**config.mk**
```make
export PLATFORM = sky130hd
export DESIGN_NAME = mem_port_arbiter
export DESIGN_NICKNAME = d
export VERILOG_FILES = /design/src/rtl/mem_port_arbiter.sv
export SDC_FILE = /design/constraint.sdc
export NUM_CORES = 1
export LEC_CHECK = 0
export BUFFER_PORTS_ARGS = -buffer_cell sky130_fd_sc_hd__buf_2
export CAP_MARGIN = 20
export CORE_AREA = 5 5 118 120
export DETAILED_ROUTE_END_ITERATION = 16
export DIE_AREA = 0 0 123 125
export GPL_TIMING_DRIVEN = 0
export PLACE_DENSITY = 0.68
export SYNTH_ARGS = -nofsm -noshare
export SYNTH_HDL_FRONTEND = slang
export SYNTH_SLANG_ARGS = --single-unit
export TNS_END_PERCENT = 20
```
**constraint.sdc**
```tcl
create_clock -name clk -period 2 [get_ports clk]
set_input_delay 0.1 -clock clk [delete_from_list [all_inputs] [get_ports clk]]
set_output_delay 0.1 -clock clk [all_outputs]
set_load 0.05 [all_outputs]
```
**src/rtl/mem_port_arbiter.sv**
```systemverilog
// Merges the instruction and data memory ports onto one shared bus with
// round-robin arbitration, registered request capture and a stuck-bus watchdog.
module mem_port_arbiter #(
  parameter int unsigned           ADDR_WIDTH     = 32,
  parameter int unsigned           DATA_WIDTH     = 32,
  parameter int unsigned           TIMEOUT_CYCLES = 255,
  parameter logic [DATA_WIDTH-1:0] ERR_RDATA      = '0
) (
  input  logic                  clk,
  input  logic                  rst,
  input  logic                  imem_valid_i,
  output logic                  imem_ready_o,
  input  logic [ADDR_WIDTH-1:0] imem_addr_i,
  input  logic [DATA_WIDTH-1:0] imem_wdata_i,
  input  logic [3:0]            imem_we_i,
  output logic [DATA_WIDTH-1:0] imem_rdata_o,
  input  logic                  dmem_valid_i,
  output logic                  dmem_ready_o,
  input  logic [ADDR_WIDTH-1:0] dmem_addr_i,
  input  logic [DATA_WIDTH-1:0] dmem_wdata_i,
  input  logic [3:0]            dmem_we_i,
  output logic [DATA_WIDTH-1:0] dmem_rdata_o,
  output logic                  mem_valid_o,
  input  logic                  mem_ready_i,
  output logic [ADDR_WIDTH-1:0] mem_addr_o,
  output logic [DATA_WIDTH-1:0] mem_wdata_o,
  output logic [3:0]            mem_we_o,
  input  logic [DATA_WIDTH-1:0] mem_rdata_i,
  output logic                  timeout_o,
  output logic                  timeout_sticky_o
);

  typedef enum logic [1:0] {IDLE, BUSY_I, BUSY_D} state_t;

  localparam int unsigned   CW  = (TIMEOUT_CYCLES > 0) ? $clog2(TIMEOUT_CYCLES + 1) : 1;
  localparam logic [CW-1:0] TMO = CW'(TIMEOUT_CYCLES);

  state_t                r_state;
  logic                  r_last_d;
  logic                  r_mem_valid;
  logic [ADDR_WIDTH-1:0] r_addr;
  logic [DATA_WIDTH-1:0] r_wdata;
  logic [3:0]            r_we;
  logic [CW-1:0]         r_cnt;
  logic                  r_sticky;

  logic                  w_busy;
  logic                  w_expire;
  logic                  w_done;
  logic                  w_pick_d;
  logic [DATA_WIDTH-1:0] w_rdata;

  assign w_busy   = (r_state != IDLE);
  // A ready arriving in the expiry cycle wins over the watchdog.
  assign w_expire = (TIMEOUT_CYCLES != 0) && w_busy && !mem_ready_i && (r_cnt == TMO);
  assign w_done   = w_busy && (mem_ready_i || w_expire);
  assign w_rdata  = w_expire ? ERR_RDATA : mem_rdata_i;
  assign w_pick_d = dmem_valid_i && (!imem_valid_i || !r_last_d);

  assign imem_ready_o     = w_done && (r_state == BUSY_I);
  assign dmem_ready_o     = w_done && (r_state == BUSY_D);
  assign imem_rdata_o     = imem_ready_o ? w_rdata : '0;
  assign dmem_rdata_o     = dmem_ready_o ? w_rdata : '0;
  assign mem_valid_o      = r_mem_valid;
  assign mem_addr_o       = r_addr;
  assign mem_wdata_o      = r_wdata;
  assign mem_we_o         = r_we;
  assign timeout_o        = w_expire;
  assign timeout_sticky_o = r_sticky | w_expire;

  always_ff @(posedge clk or posedge rst) begin
    if (rst) begin
      r_state     <= IDLE;
      r_last_d    <= 1'b0;
      r_mem_valid <= 1'b0;
      r_addr      <= '0;
      r_wdata     <= '0;
      r_we        <= '0;
      r_cnt       <= '0;
      r_sticky    <= 1'b0;
    end else begin
      if (w_expire) r_sticky <= 1'b1;
      case (r_state)
        IDLE: begin
          if (imem_valid_i || dmem_valid_i) begin
            r_state     <= w_pick_d ? BUSY_D : BUSY_I;
            r_last_d    <= w_pick_d;
            r_mem_valid <= 1'b1;
            r_addr      <= w_pick_d ? dmem_addr_i  : imem_addr_i;
            r_wdata     <= w_pick_d ? dmem_wdata_i : imem_wdata_i;
            r_we        <= w_pick_d ? dmem_we_i    : imem_we_i;
            r_cnt       <= '0;
          end
        end
        BUSY_I, BUSY_D: begin
          if (w_done) begin
            r_state     <= IDLE;
            r_mem_valid <= 1'b0;
          end else if (TIMEOUT_CYCLES != 0) begin
            r_cnt <= r_cnt + CW'(1);
          end
        end
        default: r_state <= IDLE;
      endcase
    end
  end

endmodule

```
After elaboration in Yosys (flattened, before gate mapping) --
Cells that the tools add are included.
Storage, ports and cells: flip-flop bits (word level) 81, logic and storage cells 52, input bits 173
Cells by class: mux-type cells 16, reduce and logical (&&, ||, !) cells 20, add/sub/neg operators 1, bitwise operators 1, equality and inequality tests 6
Operators by type and width (number):
- 32-bit 2-to-1 mux | 5
- 8-bit 2-to-1 mux | 2
- 8-bit one-hot mux with 2 select lines | 1
- 8-bit by 1-bit adder with 8-bit output, second input constant | 1
- 8-bit == test, second input constant | 1
- 1-bit logical AND | 6
- 2-bit 2-to-1 mux | 3
- 2-bit != test, second input constant | 3
- 3-bit AND reduction | 2
- 4-bit 2-to-1 mux | 1
- 2-bit one-hot mux with 2 select lines | 1
- 2-bit AND reduction | 2
- 2-bit nonzero test | 2
- 1-bit logical NOT | 3
- 1-bit logical OR | 3
- 2-bit by 1-bit == test with 1-bit output, second input constant | 1
- 2-bit == test, second input constant | 1
- 2-bit logical NOT | 1
- 1-bit 2-to-1 mux | 2
- 1-bit one-hot mux with 2 select lines | 1
- 2-bit OR reduction | 1
- 1-bit OR | 1

Depth between registers and ports, before layout --
Gate-level depths: netlist (run 1).
depth after elaboration 7, gate-level depth with buffers 8, depth with buffers taken out 6

Worst setup path before layout (run 1) --
OpenSTA, ideal clock, no wires.
kind reg-to-output, start point register r_state[0], end point output timeout_sticky_o, required time 1900 ps, arrival time 2915 ps, cell stages (with the launch flop) 6, slack -1015 ps, cells stage by stage dfrtp_1 inv_1 ha_1 buf_6 nor4_1 or2_2
Between the ends: word-level cells in the longest chain between the ends 4
Ends and longest elaborated chain:
- from (decl) | line 38 | state_t r_state;
- from (signal assigned) | line 86 | r_state <= w_pick_d ? BUSY_D : BUSY_I;
- 2-bit nonzero test | line 53 | assign w_busy = (r_state != IDLE);
- 1-bit logical AND (2 in a row) | line 55 | assign w_expire = (TIMEOUT_CYCLES != 0) && w_busy && !mem_ready_i && (r_cnt == TMO);
- via timeout_o | line 29 | output logic timeout_o,
- 1-bit OR | line 69 | assign timeout_sticky_o = r_sticky | w_expire;
- to (decl) | line 30 | output logic timeout_sticky_o
The timed path passes the listed nets, and every way through them passes these cells.

Final worst setup path (run 1) --
start point register r_state[1], end point output imem_rdata_o[21]
Between the ends: word-level cells in the longest chain between the ends 7, elaborated cells on any way between the ends 9
Ends and longest elaborated chain:
- 2-bit nonzero test | line 53
- 1-bit logical AND (2 in a row) | line 55
- 1-bit logical OR | line 56 | assign w_done = w_busy && (mem_ready_i || w_expire);
- 1-bit logical AND | line 56
- 1-bit logical AND | line 60 | assign imem_ready_o = w_done && (r_state == BUSY_I);
- 32-bit 2-to-1 mux * | line 62 | assign imem_rdata_o = imem_ready_o ? w_rdata : '0;
- to (decl) | line 16 | output logic [DATA_WIDTH-1:0] imem_rdata_o,
Mark *: on every way between the ends. The rest lies on a longest branch, timed or not.

==> qor.yml, run 1 <==
crit_family: "simple AND/OR/NAND/NOR gates"
grt_antenna_before_repair: 0
rsz0062_at_grt: "true"
synth_top_family_by_area: "simple AND/OR/NAND/NOR gates"
cpPeakStageDelay_ns: 0.38
ctsRootBufferMaster: "clkbuf_16"
syn_avg_cell_area_um2: 9.58
use_met2_pct: 32.8
vias_per_cell: 4.51
synth_cell_types: 32
hold_path_class: "input pin to register"
filler_cell_count: 1268
drive_above_1_share_pct: 47.0
p_int_mw: 5.07
crit_required_ns: 1.90
peakVddDrop_mv: 0.970
seq_power_share_pct: 25.6
die_y_um: 125
dpl-instance-area_mm2: 0.00615
utilization_pct: 53.0
end_kind: "output port"
wl_per_cell_um: 15.9
multiInputGateArea_mm2: 0.00216
cp_max_fo: 10
yosys.area_share.simple_pct: 20.2
layout_commonest_cell: "buf_2"
fin_ws_ns: 0.0423
netSwitchingFraction_pct: 53.5
synth_cells: 451
ys_ff_latch: 81
min_period_ns: 1.96
io_buffers: 309
post-place-ws_ns: -0.0790
ff_latch_area_mm2: 0.00203
mostFrequentLayoutCells: "259 x buf_2, 81 x dfrtp_1, 76 x nand2_1"
period_share_pct: 97.9
tns_ns: 0
synth-seq-area-share_pct: 46.9
skew_ns: 0.00663
num_rows: 42
synthMuxAreaShare_pct: 15.8
grt.met1_usage_pct: 24.1
start_util_pct: 33.6
grt_pass1_vias: 4477
fmax_mhz: 511
drv_slew: 0
synth_compound_area_share_pct: 11.9
grt_pass1_wl_um: 23500
nNetsFinal: 953
worst_pin_slew_ns: 0.533
grtUsageMet3_pct: 4.97
arrival_ns: 1.86
syn_area_mm2: 0.00432
critPathLaunchType: "register"
path_cells: "inv_1, ha_2, nand2b_4, nor2_4, buf_6, and2_1, buf_6"
cts_tree: "yes"
p_per_area_mw_per_mm2: 1600
numCtsBuffers: 9
die_x_um: 123
power_leakage_nw: 3.56
first_pass_iters: 5
slew_headroom_pct: 64.4
htree_num_levels: 3
io_pins: 310
drv_cap: 0
first_iter_violations: 186
power.switching_mw: 5.83
busiest_layer: "met2"
clkTransAtPathRegs_ns: 0.06
yosysWarnings: 0
setup_violations: 0
coreArea_mm2: 0.0129
cts_sinks: 81
postLayoutCellArea_mm2: 0.00682
antenna_left: 0
syn2layout_area_growth_pct: 57.8
drc_errors: 0
grtUsageTotal_pct: 19.3
hpwl_um: 12100
synth_fa_ha_area_share_pct: 1.16
clk_latency_ns: 0.33
synth_xor_area_share_pct: 0
cp_slowest_cell: "dfrtp_1"
crit_buf_inv: 3
status: "finished, final reports clean"
via_count: 4320
gr-total-overflow: 0
p_comb_share_pct: 59.5
power_frac_clock_pct: 15.0
finalWeightedCongestion: 0.878
clk_path_buf_depth: 2
synth_nets: 628
cp_common_cell: "buf_6"
drt_wl_total_um: 15200
finalHoldViolations: 0
hold_ws_ns: 0.0194
path_class: "register to output port"
fp.dieArea_mm2: 0.0154
grt_max_degree: 40
## worst reg2reg max path, cell delays in order (launching register included)
cell and delay [ns]:
dfrtp_1 0.38, inv_1 0.08, ha_2 0.40, or2_2 0.15, o2111ai_4 0.15, or4_1 0.51, a21oi_1 0.17
## area by class of cell
type | count | area share (%)
multi-input combinational | 332 | 31.7
sequential | 81 | 29.7
timing repair buffer | 314 | 27.7
clock buffer | 10 | 3.36
tap | 176 | 3.23
buffer | 31 | 2.83
clock inverter | 6 | 0.991
inverter | 7 | 0.440
antenna | 1 | 0.0367
## timing repair
action,4_1_cts,5_1_grt
gates resized for setup,77,54
pin swaps,0,1
hold buffers,1,0
endpoints found under the hold margin,43,0
buffers inserted,2,0
setup endpoints to repair,68,114
## routing by layer
metal / vias to the layer above / share of wire [%]
li1: 2181 / -
met1: 1975 / 41
met2: 141 / 51
met3: 23 / 6.2
met4: 0 / 1.8
met5: - / 0
## registers in the layout, indices dropped and copies added (netlist names)
signal / count
r_cnt: 8
r_sticky: 1
mem_valid_o: 1
mem_we_o: 4
r_last_d: 1
mem_wdata_o: 32
r_state: 2
mem_addr_o: 32
## through the flow
stage / cells / power (mW)
2_1_floorplan: 451 / 7.43
6_report: 958 / 10.9
4_1_cts: 957 / 11.0
3_5_place_dp: 938 / 9.14
3_3_place_gp: 936 / 9.06
5_1_grt: 957 / 11.6
## cells by family after synthesis
group	Yosys count
AND/OR/NAND/NOR	167
AO/OA/AOI/OAI	93
flip-flops	81
multiplexers	68
buffers and inverters	38
adder cells (fa/ha/maj)	4
## synth_stat cells
cell,n,share of area [%]
a21boi_1,1,0.17
a21oi_1,7,0.81
a22oi_1,1,0.17
a31oi_1,1,0.14
and2_1,64,9.3
buf_2,14,1.6
buf_6,2,0.52
clkbuf_1,15,1.3
dfrtp_1,81,47
ha_1,4,1.2
inv_1,7,0.61
mux2i_1,68,16
nand2_1,76,6.6
nand2b_2,1,0.20
nand3_1,4,0.46
nand4_2,1,0.29
nand4b_4,1,0.55
nor2_1,4,0.35
nor2b_1,1,0.14
nor3_1,2,0.23
nor3b_1,1,0.17
nor4_1,1,0.14
o2111ai_4,1,0.61
o211ai_1,1,0.17
o21ai_0,66,7.6
o21ai_1,9,1.0
o21ba_2,1,0.23
o31ai_1,5,0.87
or2_2,3,0.43
or3_1,3,0.43
or3b_4,1,0.26
or4_1,4,0.70
## power by group through the flow
stage	sequential [mW]	combinational, mW	clock, mW
3_3_place_gp	2.79	6.27	0
4_1_cts	2.79	6.48	1.68
2_1_floorplan	5.22	2.21	0
6_report	2.79	6.49	1.63
3_5_place_dp	2.81	6.33	0
5_1_grt	2.89	6.94	1.78
## final timing paths
kind                                        start                           to  slack (ns)  cells after the start
setup / recovery           r_state[1]$_DFFE_PP0P_             imem_rdata_o[21]        0.04                      7
hold / removal                       imem_valid_i         r_last_d$_DFFE_PP0P_        0.02                      2
setup reg to reg           r_state[1]$_DFFE_PP0P_         r_cnt[5]$_DFFE_PP0P_        0.09                      6
hold reg to reg              r_sticky$_DFFE_PP0P_         r_sticky$_DFFE_PP0P_        0.47                      1
max in group asynchronous                     rst   mem_addr_o[17]$_DFFE_PP0P_        1.09                      5
min in group asynchronous                     rst  mem_wdata_o[14]$_DFFE_PP0P_        0.21                      3
Note: power is estimated with default switching activity, not from simulation.
==> run 2: changes to the inputs <==
--- a/config.mk
+++ b/config.mk
@@ -12,6 +12,7 @@
 export DIE_AREA = 0 0 123 125
 export GPL_TIMING_DRIVEN = 0
 export PLACE_DENSITY = 0.68
+export RECOVER_POWER = 50
 export SYNTH_ARGS = -nofsm -noshare
 export SYNTH_HDL_FRONTEND = slang
 export SYNTH_SLANG_ARGS = --single-unit
==> qor.yml, run 2 (synthesis gave the netlist of run 1 again) <==
grt_pass1_wl_um: 23500
postLayoutCellArea_mm2: 0.00672
rr_worst_depth: 6
drt_wl_total_um: 15300
antenna_left: 0
path_class: "register to output port"
period_share_pct: 97.9
vias_per_cell: 4.51
ff_latch_area_mm2: 0.00203
crit_required_ns: 1.90
clk_latency_ns: 0.33
status: "finished, final reports clean"
num_rows: 42
cpPeakStageDelay_ns: 0.38
grt_max_degree: 40
clkTransAtPathRegs_ns: 0.06
coreArea_mm2: 0.0129
drv_slew: 0
arrival_ns: 1.86
layout_commonest_cell: "buf_2"
syn2layout_area_growth_pct: 55.6
numCtsBuffers: 9
worst_pin_slew_ns: 0.948
rsz0062_at_grt: "true"
r2r_start: "r_state[1]$_DFFE_PP0P_"
cts_sinks: 81
htree_num_levels: 3
whs_path_depth: 2
cp_common_cell: "buf_6"
mostFrequentLayoutCells: "206 x buf_2, 81 x dfrtp_1, 76 x nand2_1"
first_iter_violations: 187
io_pins: 310
path_cells: "inv_1, ha_2, nand2b_4, nor2_4, buf_6, and2_1, buf_6"
clk_path_buf_depth: 2
die_y_um: 125
end_kind: "output port"
grt_antenna_before_repair: 0
filler_cell_count: 1287
n_antenna_cell: 0
fmax_mhz: 511
hp-start: "imem_valid_i"
cp_max_fo: 10
gr-total-overflow: 0
multiInputGateArea_mm2: 0.00216
cp_slowest_cell: "dfrtp_1"
cts_tree: "yes"
crit_family: "simple AND/OR/NAND/NOR gates"
power_leakage_nw: 3.38
nNetsFinal: 953
first_pass_iters: 4
dp_cells: 938
p_per_area_mw_per_mm2: 1600
crit_buf_inv: 3
dpl-instance-area_mm2: 0.00615
io_buffers: 309
skew_ns: 0.00644
fin_cells: 957
hold_path_class: "input pin to register"
critPathLaunchType: "register"
setup_violations: 0
r2r_setup_slack_ns: 0.09
peakVddDrop_mv: 0.951
finalHoldViolations: 0
slew_headroom_pct: 36.8
hpwl_um: 12100
finalWeightedCongestion: 0.878
wl_per_cell_um: 16.0
drv_cap: 0
fp.dieArea_mm2: 0.0154
grt_pass1_vias: 4477
drive_above_1_share_pct: 40.2
via_count: 4317
ctsRootBufferMaster: "clkbuf_16"
hold_end: "r_last_d$_DFFE_PP0P_"
die_x_um: 123
start_util_pct: 33.6
drc_errors: 0
grtUsageTotal_pct: 19.3
r2r-end: "r_cnt[5]$_DFFE_PP0P_"
tns_ns: 0
min_period_ns: 1.96
[run 2: stage by stage]
stage | util, % | power [mW] | setup slack (ns) | hold slack, ns
after floorplan | - | 7.43 | -0.152 | 0.204
after global routing | 52.2 | 11.5 | -0.0438 | 0.0320
final | 52.2 | 10.8 | 0.0415 | 0.0200
after global placement | 47.4 | 9.06 | -0.0778 | 0.361
after CTS | 51.8 | 11.0 | 0.00281 | 0.00521
after detailed placement | 47.7 | 9.14 | -0.0790 | 0.0209
[run 2: routing by layer]
layer  up-vias  GRT usage [%]  share of wire (%)
li1       2178              -                  -
met1      1983           24.1                 41
met2       134           32.8                 51
met3        22           4.97                6.0
met4         0           5.67                1.7
met5         -              0                  0
[run 2: worst max path at each step]
stage                                start               end  slack (ns)  cells after the start
finish              r_state[1]$_DFFE_PP0P_  imem_rdata_o[21]        0.04                      7
CTS                 r_state[0]$_DFFE_PP0P_  dmem_rdata_o[30]       0.003                      7
global placement    r_state[0]$_DFFE_PP0P_  dmem_rdata_o[15]       -0.08                      7
detailed placement  r_state[0]$_DFFE_PP0P_  dmem_rdata_o[30]       -0.08                      7
floorplan             r_cnt[0]$_DFFE_PP0P_      dmem_ready_o       -0.15                      4
global route        r_state[0]$_DFFE_PP0P_  imem_rdata_o[26]       -0.04                      7
[run 2: power by group]
group | leakage, nW | total [mW] | switching (mW) | internal [mW]
combinational | 2.25 | 6.33 | 4.79 | 1.55
sequential | 0.998 | 2.81 | 0.408 | 2.40
clock | 0.139 | 1.63 | 0.660 | 0.971
total | 3.38 | 10.8 | 5.85 | 4.91
[run 2: repair_timing]
action	in CTS	in global routing
endpoints found under the setup margin	68	114
setup buffers	2	0
gates resized for setup	77	54
pin swaps	0	1
endpoints found under the hold margin	43	0
hold buffers	1	0
[run 2: cell type report]
| cell class | instances | area share [%] |
|---|---|---|
| Clock inverter | 6 | 1.01 |
| Tap cell | 176 | 3.28 |
| Timing Repair Buffer | 314 | 26.7 |
| Clock buffer | 10 | 3.41 |
| Inverter | 7 | 0.409 |
| Multi-Input combinational cell | 332 | 32.2 |
| Sequential cell | 81 | 30.2 |
| Buffer | 31 | 2.87 |
